==> src/rtl/fdc_sd_arbiter.sv <==
// fdc_sd_arbiter: collapses the per-drive SD block request channels of the floppy
// controller onto a single host block-device channel. One drive is granted at a time,
// picked round-robin. Its LBA and operation are latched at grant, and the host ack and
// write data are routed to the granted drive only.
// Optional watchdog: define FDC_SD_ARB_TIMEOUT_EN to abort stalled REQ/XFER phases after
// TIMEOUT_CYCLES and raise a sticky timeout_err. Without it, timeout_err is tied 0.

module fdc_sd_arbiter #(
    parameter int unsigned N_DRV          = 4,
    parameter logic [23:0] TIMEOUT_CYCLES = 24'd16777215
) (
    input  logic             CLK,
    input  logic             RESET_N,
    input  logic [3:0]       drv_rd,
    input  logic [3:0]       drv_wr,
    input  logic [3:0][31:0] drv_lba,
    input  logic [3:0][7:0]  drv_buff_din,
    output logic [3:0]       drv_ack,
    output logic [31:0]      sd_lba,
    output logic             sd_rd,
    output logic             sd_wr,
    input  logic             sd_ack,
    output logic [7:0]       sd_buff_din,
    output logic             busy,
    output logic [1:0]       grant_idx,
    output logic             timeout_err
);

    typedef enum logic [1:0] {StIdle, StReq, StXfer, StRelease} state_e;

    state_e      state_q, state_d;
    logic [1:0]  ptr_q, ptr_d;
    logic [1:0]  sel_q, sel_d;
    logic [31:0] lba_q, lba_d;
    logic        rd_q, rd_d;
    logic        wr_q, wr_d;
    logic [3:0]  ack_q, ack_d;

    logic [3:0]  pending;
    logic        any_pending;
    logic [1:0]  rr_idx;
    logic [1:0]  cand;

`ifdef FDC_SD_ARB_TIMEOUT_EN
    logic [23:0] cnt_q, cnt_d;
    logic        err_q, err_d;
    logic        to_hit;

    assign to_hit = (cnt_q == TIMEOUT_CYCLES);
`else
    logic unused_timeout_cfg;

    assign unused_timeout_cfg = ^TIMEOUT_CYCLES;
`endif

    // Channels at or above N_DRV never request.
    always_comb begin
        for (int unsigned i = 0; i < 4; i++) begin
            pending[i] = (i < N_DRV) && (drv_rd[i] || drv_wr[i]);
        end
    end

    // Round-robin pick: scan from the highest offset down so the lowest offset wins.
    always_comb begin
        rr_idx      = ptr_q;
        any_pending = 1'b0;
        cand        = ptr_q;
        for (int k = 3; k >= 0; k--) begin
            cand = ptr_q + 2'(k);
            if (pending[cand]) begin
                rr_idx      = cand;
                any_pending = 1'b1;
            end
        end
    end

    // Next-state logic for the grant FSM and its registered outputs.
    always_comb begin
        state_d = state_q;
        ptr_d   = ptr_q;
        sel_d   = sel_q;
        lba_d   = lba_q;
        rd_d    = rd_q;
        wr_d    = wr_q;
        ack_d   = ack_q;
`ifdef FDC_SD_ARB_TIMEOUT_EN
        err_d   = err_q;
`endif
        unique case (state_q)
            StIdle: begin
                if (any_pending) begin
                    sel_d   = rr_idx;
                    lba_d   = drv_lba[rr_idx];
                    // Write wins when a drive raises both levels.
                    wr_d    = drv_wr[rr_idx];
                    rd_d    = drv_rd[rr_idx] & ~drv_wr[rr_idx];
                    ptr_d   = rr_idx + 2'd1;
                    state_d = StReq;
                end
            end
            StReq: begin
                if (sd_ack) begin
                    rd_d         = 1'b0;
                    wr_d         = 1'b0;
                    ack_d        = 4'b0000;
                    ack_d[sel_q] = 1'b1;
                    state_d      = StXfer;
                end else if (!pending[sel_q]) begin
                    // Drive withdrew its command before the host answered.
                    rd_d    = 1'b0;
                    wr_d    = 1'b0;
                    state_d = StIdle;
                end
            end
            StXfer: begin
                if (!sd_ack) begin
                    ack_d   = 4'b0000;
                    state_d = StRelease;
                end
            end
            StRelease: begin
                // Hold off until the drive drops its level so it is not re-granted stale.
                if (!pending[sel_q]) begin
                    state_d = StIdle;
                end
            end
            default: state_d = StIdle;
        endcase
`ifdef FDC_SD_ARB_TIMEOUT_EN
        if ((state_q == StReq || state_q == StXfer) && to_hit) begin
            rd_d    = 1'b0;
            wr_d    = 1'b0;
            ack_d   = 4'b0000;
            err_d   = 1'b1;
            state_d = StRelease;
        end
`endif
    end

    // FSM state and registered outputs.
    always_ff @(posedge CLK or negedge RESET_N) begin
        if (!RESET_N) begin
            state_q <= StIdle;
            ptr_q   <= 2'd0;
            sel_q   <= 2'd0;
            lba_q   <= 32'd0;
            rd_q    <= 1'b0;
            wr_q    <= 1'b0;
            ack_q   <= 4'b0000;
        end else begin
            state_q <= state_d;
            ptr_q   <= ptr_d;
            sel_q   <= sel_d;
            lba_q   <= lba_d;
            rd_q    <= rd_d;
            wr_q    <= wr_d;
            ack_q   <= ack_d;
        end
    end

`ifdef FDC_SD_ARB_TIMEOUT_EN
    // Watchdog count: restarts on every state change, runs while waiting on the host.
    always_comb begin
        if (state_d != state_q) begin
            cnt_d = 24'd0;
        end else if (state_q == StReq || state_q == StXfer) begin
            cnt_d = cnt_q + 24'd1;
        end else begin
            cnt_d = cnt_q;
        end
    end

    // Watchdog counter and sticky error flag.
    always_ff @(posedge CLK or negedge RESET_N) begin
        if (!RESET_N) begin
            cnt_q <= 24'd0;
            err_q <= 1'b0;
        end else begin
            cnt_q <= cnt_d;
            err_q <= err_d;
        end
    end

    assign timeout_err = err_q;
`else
    assign timeout_err = 1'b0;
`endif

    // Write data path: only the granted drive's buffer reaches the host.
    always_comb begin
        sd_buff_din = 8'h00;
        if (state_q == StReq || state_q == StXfer) begin
            sd_buff_din = drv_buff_din[sel_q];
        end
    end

    assign drv_ack   = ack_q;
    assign sd_lba    = lba_q;
    assign sd_rd     = rd_q;
    assign sd_wr     = wr_q;
    assign busy      = (state_q != StIdle);
    assign grant_idx = sel_q;

endmodule
==> config.mk <==
export PLATFORM = sky130hd
export DESIGN_NAME = fdc_sd_arbiter
export DESIGN_NICKNAME = d
export VERILOG_FILES = /design/src/rtl/fdc_sd_arbiter.sv
export SDC_FILE = /design/constraint.sdc
export NUM_CORES = 1
export LEC_CHECK = 0
export ABC_AREA = 1
export BUFFER_PORTS_ARGS = -buffer_cell sky130_fd_sc_hd__buf_2
export CAP_MARGIN = 10
export CORE_MARGIN = 2
export CORE_UTILIZATION = 43
export CTS_CLUSTER_DIAMETER = 200
export CTS_CLUSTER_SIZE = 16
export DETAILED_ROUTE_END_ITERATION = 16
export GPL_TIMING_DRIVEN = 0
export HOLD_SLACK_MARGIN = 0.05
export PLACE_DENSITY = 0.81
export SYNTH_ARGS = -nofsm -noshare
export SYNTH_HDL_FRONTEND = slang
export SYNTH_SLANG_ARGS = --single-unit
export TNS_END_PERCENT = 10
==> constraint.sdc <==
create_clock -name CLK -period 2.5 [get_ports CLK]
set_clock_uncertainty 0.1 [all_clocks]
set_input_delay 0.25 -clock CLK [delete_from_list [all_inputs] [get_ports CLK]]
set_output_delay 0.25 -clock CLK [all_outputs]
set_load 0.01 [all_outputs]
==> metrics, run 1 <==
first-pass GRT wire length slightly below 20 mm; ant diodes 0; Synth top area share between 30% and 40%; critical path type reg2reg; Hold Crit Class in2reg; CP Capture Type register; Yosys top cell by area dfrtp_1; top cells by area, synth dfrtp_1, nand2_1, nand3_1; switching portion of total power between 50% and 60%; initial antenna violation count 0; DP Worst Slack around 0.064 ns; Routed Antenna Nets 0; Syn Nets around 720; Reg clk slew, reported paths about 0.090 ns; Mapped Cells approximately 540; Critical Path AT approximately 2.4 ns; Max Clk Rate roughly 440 MHz; routed len/inst 14.1 um; pwr/cell area between 1500 and 2000 mW/mm2; power share of the clock group 6.0%; Area Overhead vs Synth 38.7%; register area share after synthesis 32.3%; net count reported at finish ~940; TritonCTS clock tree built; number of global-route vias before repair ~4300; worst-skew pair later-pin latency a little over 0.3 ns; # rows 32; maxcap violations 0; status finished clean; drt first pass iters 6; LEAKAGE 2.75 nW; core area slightly below 0.008 mm2; Final Hold Fails 0; initial core utilization 44.4%; CTS sink cnt 44; synth unique cells 35; Vias between 4000 and 5000; Post-Syn Area per Cell approximately 6.3 um2; Reg power frac 17.9%; Post-Syn Area 0.00341 mm2; Critical Path Start Type register; Crit path required time roughly 2.7 ns; H-Tree Depth 2; Post-DP Area around 0.0046 mm2; sw power 3.96 mW; post-CTS setup buffer count 0; filler instances 757; Min Clock Period, post-route roughly 2.3 ns; clock buffer depth 2; post-layout util between 60% and 70%; Logic pwr share ~76%; setup repair after global routing missed its margin yes; DP Wirelength approximately 9.5 mm; share of cells above drive strength 1 roughly 35%; grt total ovfl 0; register bit total from synthesis 44; final WL around 12 mm; total track usage 27.7%; Die H roughly 93 um; Internal between 3 and 4 mW; crit path max fanout 10; I/O Buffers 219; die area a little under 0.009 mm2; routability cong. between 0.8 and 0.9; # IOs between 200 and 250; largest net degree at the start of global routing 45; Synth Warn # 0; CTS buffer count 5; Vias/cell 5.19; Slew Limit Headroom 32.4%; peak supply drop 646 uV; Max Slew Vio Count 0; final worst slack approximately 0.24 ns; final setup fails 0; DRC viols 0; fin crit share between 90 and 100%; Chip Width about 93 um; Root Driver clkbuf_8; design area about 0.0047 mm2; worst-margin pin slew 1.01 ns; Iteration-0 DRC Markers roughly 190
==> power groups by stage <==
stage | combinational, mW | sequential, mW | clock (mW)
4_1_cts | 5.52 | 1.29 | 0.446
3_3_place_gp | 5.33 | 1.29 | 0
5_1_grt | 6.21 | 1.33 | 0.478
2_1_floorplan | 3.70 | 1.43 | 0
6_report | 5.52 | 1.30 | 0.434
3_5_place_dp | 5.50 | 1.30 | 0
==> cell type report <==
class	count	area, um2	area share [%]
Clock buffer	5	68.8	1.45
Clock inverter	2	12.5	0.264
Sequential cell	44	1100	23.3
Tap cell	102	128	2.70
Buffer	30	215	4.55
Inverter	28	113	2.38
Multi-Input combinational cell	439	1990	42.0
Timing Repair Buffer	220	1110	23.4
==> stage by stage <==
| stage | cells | TNS [ns] | hold slack (ns) | total power, mW |
|---|---|---|---|---|
| 2_1_floorplan | 541 | 0 | -0.146 | 5.13 |
| 4_1_cts | 870 | 0 | 0.165 | 7.25 |
| 5_1_grt | 870 | -0.0897 | 0.173 | 8.02 |
| 3_3_place_gp | 862 | 0 | 0.358 | 6.62 |
| 6_report | 870 | 0 | 0.162 | 7.25 |
| 3_5_place_dp | 862 | 0 | 0.363 | 6.80 |
==> synthesized netlist by cell type <==
cell / instances
inv_4: 1
o211ai_1: 1
o31ai_1: 1
o22ai_1: 2
inv_2: 5
ha_1: 5
a21boi_1: 1
nand2_4: 2
a21oi_1: 3
inv_6: 1
conb_1: 1
nor2_2: 1
a31oi_1: 8
clkbuf_1: 4
nor3_2: 1
buf_2: 8
o221ai_1: 1
o21ai_1: 2
or2_2: 1
nand3_2: 2
buf_6: 8
o32ai_1: 2
nand3_1: 122
nand2_1: 255
a22oi_1: 8
nor3_1: 2
inv_1: 18
o21a_1: 1
buf_1: 3
o21ai_0: 5
buf_4: 7
dfrtp_1: 44
nor2_1: 10
clkinv_1: 3
nand2_2: 2
==> kinds of logic (layout without fill, tap and decap cells) <==
| group | Yosys count | after routing | synth area share [%] |
|---|---|---|---|
| AOI/OAI and AO/OA | 35 | 35 | 6.71 |
| adders and majority gates | 5 | 5 | 1.83 |
| buffers and inverters | 58 | 285 | 9.43 |
| DFF | 44 | 44 | 32.3 |
| other | 1 | 1 | 0.110 |
| and+or+nand+nor | 398 | 398 | 49.6 |
==> worst paths after layout <==
kind	end	cells after the start	from	slack (ns)
setup / recovery	sd_lba[11]$_DFFE_PN0P_	13	ptr_q[0]$_DFFE_PN0P_	0.24
hold / removal	sd_lba[15]$_DFFE_PN0P_	5	drv_lba[79]	0.16
setup reg to reg	sd_lba[11]$_DFFE_PN0P_	13	ptr_q[0]$_DFFE_PN0P_	0.24
hold reg to reg	sd_lba[0]$_DFFE_PN0P_	2	sd_lba[0]$_DFFE_PN0P_	0.38
max in group asynchronous	sd_lba[21]$_DFFE_PN0P_	2	RESET_N	1.11
min in group asynchronous	sd_lba[5]$_DFFE_PN0P_	2	RESET_N	0.57
==> cells in the final DEF (no fill, tap or decap), types with 2 or more instances in the layout <==
cell,synthesis,layout
buf_4,7,7
a22oi_1,8,8
a21oi_1,3,3
nand2_4,2,2
a31oi_1,8,8
nand2_1,255,255
clkbuf_8,0,5
clkbuf_1,4,2
buf_2,8,225
nand3_2,2,2
clkinv_1,3,3
o21ai_1,2,2
dfrtp_1,44,44
o21ai_0,5,5
nor3_1,2,2
buf_6,8,8
nand2_2,2,2
inv_1,18,18
nor2_1,10,10
nand3_1,122,122
buf_1,3,4
inv_2,5,5
o32ai_1,2,2
o22ai_1,2,2
ha_1,5,5
clkbuf_4,0,2
==> critical path: stages, from the launching register on <==
cell and delay [ns]:
dfrtp_1 0.38, buf_6 0.14, inv_4 0.08, nand2_1 0.09
nand3_1 0.15, nand2_1 0.10, inv_2 0.07, nand2_2 0.06
nor3_2 0.19, nor2_2 0.10, inv_2 0.13, clkbuf_1 0.38
nand2_1 0.12, nand2_1 0.09
==> state kept, by name (all words and copies together) (netlist names) <==
signal and cells:
state_q 2, sd_lba 32, drv_ack 4, grant_idx 2, ptr_q 2, sd_rd 1
sd_wr 1
==> layer usage <==
metal  global-route usage (%)  vias to the layer above  wire length (um)
li1                         -                     2217                 -
met1                     33.6                     2075              5000
met2                     50.2                      209              6160
met3                     5.96                       17               953
met4                     6.13                        0               109
met5                        0                        -                 0
==> timing repair <==
item | in CTS | in global routing
resized for setup | 0 | 5
hold buffers | 1 | 0
endpoints found under the hold margin | 4 | 0
endpoints found under the setup margin | 0 | 17
No activity file was read; power rests on OpenSTA's default activity.
==> run 2, diff against run 1 <==
--- a/config.mk
+++ b/config.mk
@@ -8,14 +8,16 @@
 export ABC_AREA = 1
 export BUFFER_PORTS_ARGS = -buffer_cell sky130_fd_sc_hd__buf_2
 export CAP_MARGIN = 10
+export CELL_PAD_IN_SITES_DETAIL_PLACEMENT = 1
+export CELL_PAD_IN_SITES_GLOBAL_PLACEMENT = 1
 export CORE_MARGIN = 2
-export CORE_UTILIZATION = 43
+export CORE_UTILIZATION = 28
 export CTS_CLUSTER_DIAMETER = 200
 export CTS_CLUSTER_SIZE = 16
 export DETAILED_ROUTE_END_ITERATION = 16
 export GPL_TIMING_DRIVEN = 0
 export HOLD_SLACK_MARGIN = 0.05
-export PLACE_DENSITY = 0.81
+export PLACE_DENSITY_LB_ADDON = 0.1
 export SYNTH_ARGS = -nofsm -noshare
 export SYNTH_HDL_FRONTEND = slang
 export SYNTH_SLANG_ARGS = --single-unit
==> run 2 against run 1 <==
Via count down 2.4%. Maximum frequency increased by 0.48%. Cell count rose by 5.2%. Power up 4.5%. Sequential power barely moved. Die area up 51%. Global-route usage down 6.4 points. First-iteration DRC count down 6.2%. Core utilization down 21 points. Register-to-register slack about the same. Largest cell class unchanged. Largest power group unchanged. Highest routed layer unchanged.
==> metrics, run 2 (synthesis results as in run 1) <==
status finished clean (unchanged); non-filler instance count after layout 915 (was 870); CTS buffer count 5 (unchanged); Vias 4410 (was 4518); Hold Crit Class in2async (was in2reg); grt total ovfl 0 (unchanged); routability cong. 0.804 (was 0.839); post-route total power 7.58 mW (was 7.25 mW); Iteration-0 DRC Markers 181 (was 193); DRC viols 0 (unchanged); first-pass GRT wire length 22.4 mm (was 19.3 mm); Reg clk slew, reported paths 0.07 ns (was 0.09 ns); Die H 114 um (was 93.1 um); core area 0.0120 mm2 (was 0.00769 mm2); # rows 40 (was 32); pwr/cell area 1560 mW/mm2 (was 1530 mW/mm2); final WL 13.9 mm (was 12.2 mm); TritonCTS clock tree built (unchanged); largest net degree at the start of global routing 45 (unchanged); critical path type reg2reg (unchanged); Root Driver clkbuf_16 (was clkbuf_8); Vias/cell 4.82 (was 5.19); Max Slew Vio Count 0 (unchanged); crit path max fanout 10 (unchanged); setup repair after global routing missed its margin no (was yes); share of cells above drive strength 1 35.2% (was 34.6%); Critical Path AT 2.38 ns (was 2.41 ns); # IOs 221 (unchanged); Final Hold Fails 0 (unchanged); worst-skew pair later-pin latency 0.29 ns (was 0.31 ns); Cells after DPL 907 (was 862); worst-margin pin slew 1.06 ns (was 1.01 ns); net count reported at finish 943 (was 944); drt first pass iters 4 (was 6); hold buffers post-CTS 0 (was 1); ant diodes 0 (unchanged); Slew Limit Headroom 29.6% (was 32.4%); I/O Buffers 219 (unchanged); Routed Antenna Nets 0 (unchanged); design area 0.00485 mm2 (was 0.00473 mm2); CP Capture Type register (unchanged); final setup fails 0 (unchanged); routed len/inst 15.2 um (was 14.1 um); LEAKAGE 2.79 nW (was 2.75 nW); Crit path required time 2.63 ns (was 2.65 ns); fin crit share 89.8% (was 90.2%); Chip Width 114 um (was 93.1 um); Reg-to-Reg Start ptr_q[0]$_DFFE_PN0P_ (unchanged); final setup TNS 0 ns (unchanged); total track usage 21.3% (was 27.7%); clock buffer depth 2 (unchanged); RR Endpoint sd_lba[9]$_DFFE_PN0P_ (was sd_lba[11]$_DFFE_PN0P_); number of global-route vias before repair 4600 (was 4265); H-Tree Depth 2 (unchanged); Area Overhead vs Synth 42.2% (was 38.7%); CTS sink cnt 44 (unchanged); FF-to-FF path depth 14 (was 13); DP Wirelength 11.0 mm (was 9.49 mm); die area 0.0131 mm2 (was 0.00866 mm2); Post-DP Area 0.00469 mm2 (was 0.00463 mm2); filler instances 1683 (was 757); Critical Path Start Type register (unchanged); R2R setup slack 0.25 ns (was 0.24 ns); commonest non-fill, non-tap cell in the layout nand2_1 (unchanged); initial core utilization 28.5% (was 44.4%); post-layout util 40.5% (was 61.6%); Largest register FFs 32 (unchanged); Max Clk Rate 445 MHz (was 443 MHz); Min Clock Period, post-route 2.25 ns (was 2.26 ns); peak supply drop 510 uV (was 646 uV); initial antenna violation count 0 (unchanged); maxcap violations 0 (unchanged); most frequent cells in the layout nand2_1, buf_2, nand3_1 (unchanged)
==> run 2: cell types whose count changed in the layout (fill, tap and decap cells not counted), moves of 2 or more <==
cell / change
clkbuf_16: +5
clkbuf_8: -4
clkbuf_2: +3
buf_1: -2
==> run 2: how the worst max path moves through the flow <==
stage	from	endpoint	slack [ns]
after CTS	ptr_q[0]$_DFFE_PN0P_	sd_lba[7]$_DFFE_PN0P_	0.1
after global routing	ptr_q[0]$_DFFE_PN0P_	sd_lba[3]$_DFFE_PN0P_	0.003
final	ptr_q[0]$_DFFE_PN0P_	sd_lba[9]$_DFFE_PN0P_	0.25
after floorplan	ptr_q[0]$_DFFE_PN0P_	sd_lba[10]$_DFFE_PN0P_	0.62
after detailed placement	drv_rd[1]	sd_lba[7]$_DFFE_PN0P_	0.08
after global placement	drv_rd[1]	sd_lba[14]$_DFFE_PN0P_	0.16
==> run 2: metrics by stage <==
stage	setup slack [ns]	hold slack, ns
final	0.255	0.0494
after global routing	0.00295	0.150
after CTS	0.0976	0.101
after detailed placement	0.0763	0.364
after global placement	0.155	0.359
after floorplan	0.624	-0.146
==> run 2: layout make-up <==
cell class	instances	area (um2)	share of cell area (%)
clock buffer	6	139	2.86
inverter	28	113	2.32
clock inverter	2	10.0	0.206
buffer	30	219	4.51
sequential	44	1100	22.7
timing repair buffer	219	1100	22.6
multi-input combinational	439	1990	41.0
tap	147	184	3.79
==> run 2: critical path: stages, from the launching register on <==
cell and delay, ns:
dfrtp_1 0.37, buf_6 0.14, inv_4 0.09, nand2_1 0.06, nand2_1 0.07, nand3_1 0.13, nand2_1 0.14, inv_2 0.05
nand2_2 0.07, nor3_2 0.06, nor2_2 0.21, buf_2 0.26, clkbuf_4 0.24, nand3_1 0.11, nand2_1 0.07
==> run 2: what timing repair did <==
item,in CTS,in global routing
buffers inserted,0,0
resized for setup,0,9
endpoints found under the setup margin,0,30
==> run 2: power breakdown <==
part	internal, mW	switching [mW]	leakage, nW
clock	0.395	0.294	0.0766
sequential	1.09	0.211	0.542
combinational	2.02	3.57	2.17
total	3.50	4.08	2.79
==> run 2: routing by layer <==
layer	up-vias	global-route usage (%)	wire (um)
met5	-	0	0
met4	0	4.39	124
met3	8	2.59	566
met2	124	39.8	7040
met1	2066	26.3	6210
li1	2212	-	-
==> run 3, diff against run 2 <==
--- a/config.mk
+++ b/config.mk
@@ -11,7 +11,7 @@
 export CELL_PAD_IN_SITES_DETAIL_PLACEMENT = 1
 export CELL_PAD_IN_SITES_GLOBAL_PLACEMENT = 1
 export CORE_MARGIN = 2
-export CORE_UTILIZATION = 28
+export CORE_UTILIZATION = 30
 export CTS_CLUSTER_DIAMETER = 200
 export CTS_CLUSTER_SIZE = 16
 export DETAILED_ROUTE_END_ITERATION = 16
==> constraint.sdc (replaced) <==
create_clock -name CLK -period 2.65 [get_ports CLK]
set_clock_uncertainty 0.1 [all_clocks]
set_input_delay 0.265 -clock CLK [delete_from_list [all_inputs] [get_ports CLK]]
set_output_delay 0.265 -clock CLK [all_outputs]
set_load 0.01 [all_outputs]
==> run 3 against run 2 <==
Global-route usage grew 0.78 points. Sequential share of layout area is 0.16 points higher. Routed wire length fell by 1.4%. Critical endpoint is now sd_lba[14]$_DFFE_PN0P_. Highest routed layer unchanged.
==> metrics, run 3 (synthesis results as in run 1) <==
status finished clean (unchanged); Hold Crit Class in2async (unchanged); drt first pass iters 4 (unchanged); DP Wirelength 10.9 mm (was 11.0 mm); Root Driver clkbuf_16 (unchanged); setup repair after global routing missed its margin no (unchanged); Max Clk Rate 421 MHz (was 445 MHz); Vias/cell 4.91 (was 4.82); Crit path required time 2.72 ns (was 2.63 ns); post-CTS setup buffer count 0 (unchanged); M1 WL 6.07 mm (was 6.21 mm); ant diodes 0 (unchanged); DRC viols 0 (unchanged); total track usage 22.1% (was 21.3%); grt total ovfl 0 (unchanged); Vias 4450 (was 4410); commonest non-fill, non-tap cell in the layout nand2_1 (unchanged); critical path type reg2reg (unchanged); Iteration-0 DRC Markers 180 (was 181); Largest register FFs 32 (unchanged); Slew Limit Headroom 30.8% (was 29.6%); number of global-route vias before repair 4694 (was 4600); CTS sink cnt 44 (unchanged); top sig layer met4 (unchanged); initial core utilization 31.1% (was 28.5%); Routed Antenna Nets 0 (unchanged); met3 routed WL 582 um (was 566 um); Cells after DPL 900 (was 907); final worst slack 0.276 ns (was 0.255 ns); maxcap violations 0 (unchanged); largest net degree at the start of global routing 45 (unchanged); Min Clock Period, post-route 2.37 ns (was 2.25 ns); Max Slew Vio Count 0 (unchanged); initial antenna violation count 0 (unchanged); H-Tree Depth 2 (unchanged); Critical Path Start Type register (unchanged); Reg clk slew, reported paths 0.06 ns (was 0.07 ns); # resized after CTS 0 (unchanged); Critical Path AT 2.44 ns (was 2.38 ns); non-filler instance count after layout 907 (was 915); Area Overhead vs Synth 41.2% (was 42.2%); net count reported at finish 943 (unchanged); LEAKAGE 2.76 nW (was 2.79 nW); peak supply drop 566 uV (was 510 uV); WHS 0.0698 ns (was 0.0494 ns); Final Hold Fails 0 (unchanged); most frequent cells in the layout nand2_1, buf_2, nand3_1 (unchanged); CP Capture Type register (unchanged); TritonCTS clock tree built (unchanged); Chip Width 111 um (was 114 um); Die H 111 um (was 114 um); worst-margin pin slew 1.04 ns (was 1.06 ns); final setup fails 0 (unchanged); CTS buffer count 5 (unchanged); hold buffers post-CTS 0 (unchanged); core area 0.0110 mm2 (was 0.0120 mm2); final setup TNS 0 ns (unchanged); worst-skew pair later-pin latency 0.28 ns (was 0.29 ns); first-pass GRT wire length 22.8 mm (was 22.4 mm); design area 0.00482 mm2 (was 0.00485 mm2); Post-DP Area 0.00468 mm2 (was 0.00469 mm2); routed len/inst 15.2 um (about the same); I/O Buffers 219 (unchanged); share of cells above drive strength 1 34.4% (was 35.2%); # rows 38 (was 40); crit path max fanout 10 (unchanged); fin crit share 89.6% (was 89.8%); pwr/cell area 1470 mW/mm2 (was 1560 mW/mm2); die area 0.0122 mm2 (was 0.0131 mm2); routability cong. 0.841 (was 0.804); filler instances 1559 (was 1683); final WL 13.7 mm (was 13.9 mm); DP Worst Slack 0.183 ns (was 0.0763 ns); clock buffer depth 2 (unchanged); # IOs 221 (unchanged); wire length on met2 6.98 mm (was 7.04 mm)
-- run 3: metal layers --
layer | up-vias | global-route usage [%]
met1 | 2101 | 27.4
met4 | 0 | 3.75
met2 | 128 | 41.2
met5 | - | 0
met3 | 9 | 3.02
li1 | 2212 | -
-- run 3: worst paths after layout --
path / startpoint / cells past startpoint / slack (ns) / end
max in group asynchronous: RESET_N / 1 / 1.74 / ptr_q[1]$_DFFE_PN0P_
hold / removal: RESET_N / 1 / 0.07 / sd_lba[4]$_DFFE_PN0P_
setup / recovery: ptr_q[0]$_DFFE_PN0P_ / 12 / 0.28 / sd_lba[14]$_DFFE_PN0P_
min in group CLK: drv_lba[79] / 5 / 0.21 / sd_lba[15]$_DFFE_PN0P_
setup reg to reg: ptr_q[0]$_DFFE_PN0P_ / 12 / 0.28 / sd_lba[14]$_DFFE_PN0P_
hold reg to reg: sd_lba[3]$_DFFE_PN0P_ / 2 / 0.38 / sd_lba[3]$_DFFE_PN0P_
-- run 3: through the flow --
stage               power, mW  util [%]
floorplan                4.84         -
global placement         6.40      42.6
detailed placement       6.58      42.6
CTS                      7.19      43.8
global route             7.87      43.8
finish                   7.08      43.8
-- run 3: critical path, stage by stage, from the launching register on --
cell and delay (ns):
dfrtp_1 0.37, buf_6 0.15, inv_4 0.09, nand2_1 0.09, nand3_1 0.15, nand2_1 0.10
a21oi_1 0.14, a21boi_1 0.09, inv_1 0.21, buf_1 0.44, nand3_1 0.16, nand3_1 0.12
nand2_1 0.05
-- run 3: where the power goes --
part	leakage, nW	total [mW]	internal, mW	switching (mW)
Clock	0.0667	0.589	0.343	0.246
Combinational	2.16	5.27	1.88	3.39
Sequential	0.542	1.22	1.02	0.198
Total	2.77	7.08	3.25	3.83
-- run 3: layout make-up --
cell class	instances	area (um2)	share of cell area [%]
Buffer	30	209	4.34
Timing Repair Buffer	219	1100	22.8
Tap cell	140	175	3.64
Clock inverter	1	5.00	0.104
Sequential cell	44	1100	22.9
Multi-Input combinational cell	439	1990	41.3
Clock buffer	6	129	2.68
Inverter	28	113	2.34
